--- src/rtl/sine_pkg.sv ---
// Shared constants for the sine sigma-delta DAC: word lengths, full-scale feedback and
// integrator saturation bounds.
package sine_pkg;

   localparam int unsigned WL_DEF   = 16;
   localparam int unsigned AW_GUARD = 4;
   localparam int unsigned AW_DEF   = WL_DEF + AW_GUARD;

   function automatic int unsigned aw_of(input int unsigned wl);
      return wl + AW_GUARD;
   endfunction

   // Feedback magnitude equals the full-scale input, 2^(wl-1).
   function automatic longint fb_full(input int unsigned wl);
      return longint'(1) <<< (wl - 1);
   endfunction

   function automatic longint sat_max(input int unsigned aw);
      return (longint'(1) <<< (aw - 1)) - 1;
   endfunction

   function automatic longint sat_min(input int unsigned aw);
      return -(longint'(1) <<< (aw - 1));
   endfunction

endpackage

--- src/rtl/sine_sd_dac_if.sv ---
// Sample handshake between the sine generator (master) and the sigma-delta DAC (slave).
interface sine_sd_dac_if;
   import sine_pkg::*;

   logic signed [WL_DEF-1:0] sample;
   logic                     sample_valid;
   logic                     sample_req;

   modport master (output sample, output sample_valid, input sample_req);
   modport slave  (input sample, input sample_valid, output sample_req);

endinterface

--- src/rtl/sd_prescaler.sv ---
// Down-counting update-rate prescaler; tick fires when the count is zero and reloads from div.
module sd_prescaler (
   input  logic       clk,
   input  logic       rst_n,
   input  logic       en_i,
   input  logic [7:0] div_i,
   output logic       tick_o
);

   logic [7:0] cnt_q, cnt_d;

   assign tick_o = en_i && (cnt_q == 8'd0);

   // div is only sampled on reload, so mid-count changes wait for the next tick.
   always_comb begin
      cnt_d = cnt_q;
      if (!en_i) begin
         cnt_d = 8'd0;
      end else if (cnt_q == 8'd0) begin
         cnt_d = div_i;
      end else begin
         cnt_d = cnt_q - 8'd1;
      end
   end

   always_ff @(posedge clk or negedge rst_n) begin
      if (!rst_n) begin
         cnt_q <= 8'd0;
      end else begin
         cnt_q <= cnt_d;
      end
   end

endmodule

--- src/rtl/sine_sd_dac.sv ---
// Second-order sigma-delta modulator turning the signed sine sample stream into a 1-bit
// pulse-density output, with saturating integrators and a lock-step sample request strobe.
module sine_sd_dac
   import sine_pkg::*;
#(
   parameter int unsigned WL = WL_DEF,
   parameter int unsigned AW = aw_of(WL)
) (
   input  logic        clk,
   input  logic        rst_n,
   input  logic        en_i,
   input  logic [7:0]  div_i,
   input  logic [1:0]  shift_i,
   input  logic        sat_clr_i,
   output logic        pdm_out_o,
   output logic        sat_flag_o,
   sine_sd_dac_if.slave smp_if
);

   // Sums carry two guard bits so a single add/subtract can never wrap before clamping.
   localparam int unsigned SW = AW + 2;
   localparam logic signed [SW-1:0] FbPos = SW'(fb_full(WL));
   localparam logic signed [SW-1:0] SatHi = SW'(sat_max(AW));
   localparam logic signed [SW-1:0] SatLo = SW'(sat_min(AW));

   logic signed [WL-1:0] sample_q, sample_d;
   logic signed [AW-1:0] acc1_q, acc1_d, acc2_q, acc2_d;
   logic signed [AW-1:0] acc1_n, acc2_n;
   logic signed [WL-1:0] x_shr;
   logic signed [SW-1:0] fb, sum1, sum2;
   logic                 pdm_q, pdm_d, req_q, req_d, sat_q, sat_d;
   logic                 tick, ydec, clamp1, clamp2;

   sd_prescaler u_prescaler (
      .clk    (clk),
      .rst_n  (rst_n),
      .en_i   (en_i),
      .div_i  (div_i),
      .tick_o (tick)
   );

   always_comb begin
      sample_d = smp_if.sample_valid ? smp_if.sample : sample_q;

      ydec  = ~acc2_q[AW-1];
      fb    = ydec ? FbPos : -FbPos;
      x_shr = sample_q >>> shift_i;

      sum1   = SW'(acc1_q) + SW'(x_shr) - fb;
      clamp1 = (sum1 > SatHi) || (sum1 < SatLo);
      acc1_n = (sum1 > SatHi) ? SatHi[AW-1:0] : (sum1 < SatLo) ? SatLo[AW-1:0] : sum1[AW-1:0];

      sum2   = SW'(acc2_q) + SW'(acc1_n) - fb;
      clamp2 = (sum2 > SatHi) || (sum2 < SatLo);
      acc2_n = (sum2 > SatHi) ? SatHi[AW-1:0] : (sum2 < SatLo) ? SatLo[AW-1:0] : sum2[AW-1:0];

      acc1_d = acc1_q;
      acc2_d = acc2_q;
      pdm_d  = pdm_q;
      if (!en_i) begin
         acc1_d = '0;
         acc2_d = '0;
         pdm_d  = 1'b0;
      end else if (tick) begin
         acc1_d = acc1_n;
         acc2_d = acc2_n;
         pdm_d  = ydec;
      end

      req_d = tick;

      // A clamp on the same cycle as a clear keeps the flag set.
      sat_d = sat_q;
      if (sat_clr_i) begin
         sat_d = 1'b0;
      end
      if (tick && (clamp1 || clamp2)) begin
         sat_d = 1'b1;
      end
   end

   always_ff @(posedge clk or negedge rst_n) begin
      if (!rst_n) begin
         sample_q <= '0;
         acc1_q   <= '0;
         acc2_q   <= '0;
         pdm_q    <= 1'b0;
         req_q    <= 1'b0;
         sat_q    <= 1'b0;
      end else begin
         sample_q <= sample_d;
         acc1_q   <= acc1_d;
         acc2_q   <= acc2_d;
         pdm_q    <= pdm_d;
         req_q    <= req_d;
         sat_q    <= sat_d;
      end
   end

   assign pdm_out_o         = pdm_q;
   assign sat_flag_o        = sat_q;
   assign smp_if.sample_req = req_q;

endmodule

--- src/flat_wrapper.sv ---
// flat-port wrapper written by rule: the top's interface ports become plain ports
module sine_sd_dac_flat import sine_pkg::*;
#(
   parameter int unsigned WL = WL_DEF,
   parameter int unsigned AW = aw_of(WL)
)
  (clk, rst_n, en_i, div_i, shift_i, sat_clr_i, pdm_out_o, sat_flag_o, smp_if_sample, smp_if_sample_valid, smp_if_sample_req);
  sine_sd_dac_if smp_if_i ();
  input  logic clk;
  input  logic rst_n;
  input  logic en_i;
  input  logic [7:0] div_i;
  input  logic [1:0] shift_i;
  input  logic sat_clr_i;
  output logic pdm_out_o;
  output logic sat_flag_o;
  input wire logic [$bits(smp_if_i.sample)-1:0] smp_if_sample;
  input wire logic [$bits(smp_if_i.sample_valid)-1:0] smp_if_sample_valid;
  output wire logic [$bits(smp_if_i.sample_req)-1:0] smp_if_sample_req;
  assign smp_if_i.sample = smp_if_sample;
  assign smp_if_i.sample_valid = smp_if_sample_valid;
  assign smp_if_sample_req = smp_if_i.sample_req;
  sine_sd_dac #(.WL(WL), .AW(AW)) u_core (.clk(clk), .rst_n(rst_n), .en_i(en_i), .div_i(div_i), .shift_i(shift_i), .sat_clr_i(sat_clr_i), .pdm_out_o(pdm_out_o), .sat_flag_o(sat_flag_o), .smp_if(smp_if_i));
endmodule
--- config.mk ---
export PLATFORM = sky130hd
export DESIGN_NAME = sine_sd_dac_flat
export DESIGN_NICKNAME = d
export VERILOG_FILES = /design/src/rtl/sine_pkg.sv /design/src/rtl/sine_sd_dac_if.sv /design/src/rtl/sd_prescaler.sv /design/src/rtl/sine_sd_dac.sv /design/src/flat_wrapper.sv
export SDC_FILE = /design/constraint.sdc
export NUM_CORES = 1
export LEC_CHECK = 0
export CORE_ASPECT_RATIO = 1.2
export CORE_UTILIZATION = 39
export CTS_BUF_LIST = sky130_fd_sc_hd__clkbuf_4
export CTS_CLUSTER_DIAMETER = 200
export DETAILED_ROUTE_END_ITERATION = 10
export GPL_TIMING_DRIVEN = 0
export PLACE_DENSITY = 0.53
export SETUP_SLACK_MARGIN = 0.05
export SLEW_MARGIN = 10
export SYNTH_ARGS = -nofsm -noshare
export SYNTH_HDL_FRONTEND = slang
export SYNTH_SLANG_ARGS = --single-unit
--- constraint.sdc ---
create_clock -name clk -period 10.3 [get_ports clk]
set_input_delay 1.03 -clock clk [delete_from_list [all_inputs] [get_ports clk]]
set_output_delay 1.03 -clock clk [all_outputs]
set_load 0.02 [all_outputs]
# Word-level counts from Yosys, hierarchy flattened
# Index checks and enable logic that the tools add are counted.
[word_totals]
in_bits = 31
out_inout_bits = 3
register_bits = 67
elab_cells = 41
[op_classes]
n_shift = 1
magnitude_cmp = 4
n_reduce_logical = 7
n_mux = 15
n_eq_ne = 1
n_bitwise = 1
addsub = 5
[ops]
columns = ["op", "count"]
rows = [
  ["2-to-1 mux 20 bit", 8],
  ["greater-than comparator 22 x 20 -> 1 bit, second input constant", 2],
  ["< comparator 22 x 20 -> 1 bit, second input constant", 2],
  ["subtractor 22 bit", 2],
  ["2-to-1 mux 22 bit", 1],
  ["adder 20 x 16 -> 21 bit", 1],
  ["adder 20 x 20 -> 21 bit", 1],
  ["2-to-1 mux 8 bit", 2],
  [">>> shifter 16 x 2 -> 16 bit", 1],
  ["logical NOT 8 bit", 1],
  ["subtractor 8 x 1 -> 8 bit, second input constant", 1],
  ["2-to-1 mux 1 bit", 4],
  ["logical OR 1 bit", 3],
  ["logical AND 1 bit", 2],
  ["inequality test 2 x 1 -> 1 bit, second input constant", 1],
  ["nonzero test 2 bit", 1],
  ["NOT 1 bit", 1],
]

# Logic depth before layout (Yosys ltp)
[depth]
word_depth = 13
ltp_mapped = 47

# By module
# Synthesis repeated with hierarchy kept, for this count alone.
[unflattened]
hier_cells = 717
area_unflattened_um2 = 6421.2
[modules_own_cells]
columns = ["mod", "instances", "cells_per_inst", "area_each_um2", "seq_area_each_um2"]
rows = [
  ["sine_sd_dac", 1, 669, 5953.2, 1476.4],
  ["sd_prescaler", 1, 48, 467.9, 200.2],
]

# Least setup slack after synthesis
# OpenSTA, ideal clock, no wires.
[synth_timing]
kind = "input-to-reg"
from = "in shift_i[1]"
to = "reg u_core.acc2_q[14]"
t_required_ns = 10.173
cell_stages = 46
n_path_buf = 6
path_slack_ns = 0.432
t_arrival_ns = 9.741
path_cell_list = "clkbuf_1 > clkbuf_1 > mux2i_1 > o21ai_0 > ha_1 > inv_1 > fa_1 > nor2b_1 > o31ai_2 > a31oi_1 > o31ai_2 > nor3_1 > o31a_1 > nor2_1 > xnor2_1 > ha_1 > and3_1 > nand2_1 > [10 not listed] > o31ai_1 > a2111oi_0 > nor2_1 > o31ai_1 > a21oi_1 > o21ai_0 > o31a_1 > ha_1 > nor2b_1 > o21ai_0 > nor2b_1 > o21ai_2 > xor2_1 > o211a_1 > buf_2 > buf_6 > a21oi_1 > o31ai_1"
[synth_between]
elab_chain_cells = 13
[synth_lines]
columns = ["element", "line_no", "source"]
rows = [
  ["start: declaration", "flat_wrapper.sv:13", "input logic [1:0] shift_i;"],
  [">>> shifter 16 x 2 -> 16 bit (*)", "sine_sd_dac.sv:47", "x_shr = sample_q >>> shift_i;"],
  ["adder 20 x 16 -> 21 bit (*)", "sine_sd_dac.sv:49", "sum1 = SW'(acc1_q) + SW'(x_shr) - fb;"],
  ["subtractor 22 bit (*)", "sine_sd_dac.sv:49", ""],
  ["< comparator 22 x 20 -> 1 bit", "sine_sd_dac.sv:51", "acc1_n = (sum1 > SatHi) ? SatHi[AW-1:0] : (sum1 < SatLo) ? SatLo[AW-1:0] : sum1[AW-1:0];"],
  ["2-to-1 mux 20 bit", "sine_sd_dac.sv:51", ""],
  ["2-to-1 mux 20 bit (*)", "sine_sd_dac.sv:51", ""],
  ["adder 20 x 20 -> 21 bit (*)", "sine_sd_dac.sv:53", "sum2 = SW'(acc2_q) + SW'(acc1_n) - fb;"],
  ["subtractor 22 bit (*)", "sine_sd_dac.sv:53", ""],
  ["< comparator 22 x 20 -> 1 bit", "sine_sd_dac.sv:55", "acc2_n = (sum2 > SatHi) ? SatHi[AW-1:0] : (sum2 < SatLo) ? SatLo[AW-1:0] : sum2[AW-1:0];"],
  ["2-to-1 mux 20 bit", "sine_sd_dac.sv:55", ""],
  ["2-to-1 mux 20 bit (*)", "sine_sd_dac.sv:55", ""],
  ["2-to-1 mux 20 bit (*)", "sine_sd_dac.sv:64", "end else if (tick) begin"],
  ["2-to-1 mux 20 bit (*)", "sine_sd_dac.sv:60", "if (!en_i) begin"],
  ["end signal: assignment", "sine_sd_dac.sv:86", "acc2_q <= '0;"],
  ["end signal: assignment", "sine_sd_dac.sv:93", "acc2_q <= acc2_d;"],
  ["end: declaration", "sine_sd_dac.sv:27", "logic signed [AW-1:0] acc1_q, acc1_d, acc2_q, acc2_d;"],
]
# Mark *: on every way between the ends. The rest lies on a longest branch, timed or not. The select of a mux whose other input is x is not followed.
# A chain may end at the register's enable or synchronous reset.

# Worst setup path in the final report
[layout_timing]
from = "in shift_i[1]"
to = "reg u_core.acc2_q[17]"
# Same word-level chain as after synthesis.

==> metrics.md <==
| Metric | Value |
|---|---|
| Final setup skew | `0.02122 ns` |
| Buffer cell driving the clock tree root | `sky130_fd_sc_hd__clkbuf_4` |
| Min Clock Period, post-route | `9.765 ns` |
| Period utilisation layout | `94.81%` |
| CP arrival | `10.08 ns` |
| Top cells by area in the synthesized netlist | `sky130_fd_sc_hd__dfrtp_1, sky130_fd_sc_hd__ha_1, sky130_fd_sc_hd__mux2i_1, sky130_fd_sc_hd__o21ai_0, sky130_fd_sc_hd__a21oi_1` |
| Hold Fails Final Rpt | `0` |
| Weighted congestion at the end of routability-driven global placement | `0.8318` |
| Register area share after synthesis | `28.88%` |
| Number of fill cells in the layout | `1426` |
| Post-detail-place hpwl | `11330 um` |
| Global-route wire length before repair | `24140 um` |
| Synthesized area per cell | `8.973 um^2` |
| Count of boundary I/O pins | `34` |
| Via-to-Cell Ratio | `5.460` |
| CTS tree | `done` |
| Top-count cell post-synth | `sky130_fd_sc_hd__dfrtp_1` |
| Maximum number of pins on one net before global-route repair | `47` |
| Synth top area share | `28.88%` |
| Main combinational cell family by area after synthesis | `compound AO/OA/AOI/OAI gates` |
| Total global routing overflow | `0` |
| Total detailed-routing wirelength | `14680 um` |
| Post-CTS Hold Buffers | `0` |
| Synthesis-stage register bit count | `67` |
| Endpoint type of the worst setup path | `flip-flop` |
| Number of global-route vias before repair | `4896` |
| Clock buffer count from CTS | `9` |
| Row cnt | `48` |
| Post-synth top flop | `sky130_fd_sc_hd__dfrtp_1` |
| Number of sinks on the clock net | `67` |
| Fraction of met2 tracks used by global routing | `33.54%` |
| Reg clk slew, reported paths | `0.12 ns` |
| Multi-input gate area | `0.004063 mm^2` |
| Least-Margin Pin Slew | `0.6115 ns` |
| Total of warnings raised by yosys | `0` |
| Cell type contributing the most total cell area after synthesis | `sky130_fd_sc_hd__dfrtp_1` |
| Launching element type of the critical path | `input pin` |
| GR met1 Demand/Resource | `26.50%` |
| Maximum clock insertion buffer count | `2` |
| Number of remaining DRC errors | `0` |
| Master of the slowest instance on the critical path | `sky130_fd_sc_hd__a2111oi_2` |
| Core region area | `0.01447 mm^2` |
| Via count | `4930` |
| Nets | `785` |
| Post-synthesis xor/xnor area fraction | `5.280%` |
| Largest stage delay on the critical path | `0.45 ns` |
| Clock latency at the later pin of the worst-skew pair | `0.44 ns` |
| Category of the most critical setup path | `input pin to flip-flop` |
| GRT Resource Usage Total | `20.00%` |
| Horizontal extent of the die | `113.4 um` |
| Number of levels in the clock H-tree | `3` |
| Residual antenna-violating net count after detailed routing | `0` |
| Distinct cell type count of the synthesized netlist | `68` |
| Worst-case headroom to the max-slew limit | `59.23%` |
| Area growth from synthesis to layout | `17.24%` |
| Total standard cell area after synthesis | `0.005806 mm^2` |
| Result of the run | `finished clean` |
| Number of detailed-routing iterations run before antenna repair | `4` |
| Number of max-cap violations | `0` |
| Portion of netlist area occupied by mux cells | `9.052%` |
| Number of antenna violations at the first check in global routing | `1` |
| Kind of path behind the tightest hold check | `input pin to asynchronous set/reset pin` |
| Combined flip-flop and latch cell area | `0.001677 mm^2` |
| Post-Synthesis Cells | `647` |
| Async SR Flop Fraction | `100.0%` |
| Net Count, Synth | `734` |
| Area share of fa/ha/maj cells after synthesis | `12.59%` |
| Req. time, crit path | `10.61 ns` |
| Achievable frequency | `102.4 MHz` |
| Sum Neg Setup Slack | `0 ns` |
| Die area | `0.01538 mm^2` |
| Most utilized layer in the global route result | `met2` |
| Worst Reg-to-Reg Cells | `44` |
| Maximum fanout encountered on the critical timing path | `10` |
| Global Route met3 Usage | `3.311%` |
| Pins over their slew limit | `0` |
| Final count of negative-setup-slack endpoints | `0` |
| Number of enable flip-flop cells after synthesis | `0` |
| Die H | `135.7 um` |
| Basic-gate share of the synthesized area counting and, or, nand and nor cells | `14.01%` |
| Starting density of the core | `40.11%` |
| Detailed router's first-iteration violation count | `212` |
| Port Buffer Count | `30` |
| Compound-gate portion of the synthesized area | `26.12%` |
| Average wire per standard cell | `16.25 um` |
| Share of cells above drive strength 1 | `15.95%` |
| Leading post-synthesis cells by instance count | `sky130_fd_sc_hd__dfrtp_1, sky130_fd_sc_hd__nand2_1, sky130_fd_sc_hd__o21ai_0` |
## layout by cell type (no fill, tap or decap), types with 14 or more instances in the layout
master / n
sky130_fd_sc_hd__dfrtp_1: 67
sky130_fd_sc_hd__nand2_1: 65
sky130_fd_sc_hd__o21ai_0: 54
sky130_fd_sc_hd__ha_1: 50
sky130_fd_sc_hd__a21oi_1: 48
sky130_fd_sc_hd__mux2i_1: 30
sky130_fd_sc_hd__clkdlybuf4s50_1: 29
sky130_fd_sc_hd__nor2_1: 28
sky130_fd_sc_hd__inv_1: 25
sky130_fd_sc_hd__xnor2_1: 20
sky130_fd_sc_hd__mux2_2: 20
sky130_fd_sc_hd__nand3_1: 16
sky130_fd_sc_hd__xor2_1: 14
## cell type report
| type | instances | area share (%) |
|---|---|---|
| Multi-Input combinational cell | 528 | 59.69 |
| Sequential cell | 67 | 24.63 |
| Timing Repair Buffer | 42 | 5.993 |
| Tap cell | 200 | 3.676 |
| Buffer | 25 | 2.335 |
| Inverter | 25 | 1.379 |
| Clock inverter | 5 | 1.158 |
| Clock buffer | 10 | 1.103 |
| Antenna cell | 1 | 0.03676 |
## through the flow
| stage | instance area [um^2] | util (%) | cells | hold WS, ns | setup WS, ns |
|---|---|---|---|---|---|
| floorplan | 5806 | - | 647 | 0.4648 | 0.4321 |
| global placement | 6356 | 43.91 | 877 | 0.4827 | -1.357 |
| detailed placement | 6381 | 44.09 | 878 | 0.4940 | -1.516 |
| CTS | 6620 | 45.74 | 892 | 0.4459 | 0.06362 |
| global route | 6807 | 47.03 | 903 | 0.4540 | -0.03083 |
| finish | 6807 | 47.03 | 903 | 0.4674 | 0.5351 |
## path summary, 6_finish.rpt
check | to | slack [ns] | start
worst min register to register | u_core.acc2_q[14]$_DFFE_PN0P_ | 0.52 | u_core.acc2_q[14]$_DFFE_PN0P_
worst max-delay path | u_core.acc2_q[17]$_DFFE_PN0P_ | 0.54 | shift_i[1]
min in group clk | u_core.acc2_q[14]$_DFFE_PN0P_ | 0.52 | u_core.acc2_q[14]$_DFFE_PN0P_
max in group asynchronous | u_core.acc2_q[16]$_DFFE_PN0P_ | 9.28 | rst_n
worst min-delay path | u_core.sample_q[14]$_DFFE_PN0P_ | 0.47 | rst_n
worst max register to register | u_core.acc2_q[17]$_DFFE_PN0P_ | 1.01 | u_core.sample_q[3]$_DFFE_PN0P_
## state kept, by name (all words and copies together), names as in the netlist
name	cells
u_core.smp_if.sample_req	1
u_core.pdm_out_o	1
u_core.u_prescaler.cnt_q	8
u_core.sample_q	16
u_core.acc1_q	20
u_core.sat_flag_o	1
u_core.acc2_q	20
## logic make-up after synthesis
logic type,Yosys count
AOI/OAI and AO/OA,218
xor gates and xnor gates,35
adders and majority gates,56
buffers and inverters,52
DFF,67
muxes,50
and+or+nand+nor,169
## routing by layer
metal  wire, um  share of wire (%)  vias to the layer above
li1           -                  -                     2466
met1       6998                 48                     2402
met2       7084                 48                       49
met3        391                2.7                       13
met4        201                1.4                        0
met5          0                  0                        -
## critical path: cells and delay by family
| family | cells | cell delay, ns |
|---|---|---|
| AOI/OAI and AO/OA | 15 | 3.26 |
| xor gates and xnor gates | 1 | 0.08 |
| adders and majority gates | 5 | 1.36 |
| buffers and inverters | 6 | 1.04 |
| muxes | 3 | 0.65 |
| and+or+nand+nor | 15 | 2.63 |
## repair_timing
item	CTS	global route
setup buffers	0	11
hold endpoints to repair	0	0
gates resized for setup	19	32
pin swaps	1	13
setup endpoints to repair	21	21
Power is left out: the tool's default activity adds up to more than one toggle a clock period on the data nets, which glitch-free logic cannot reach.
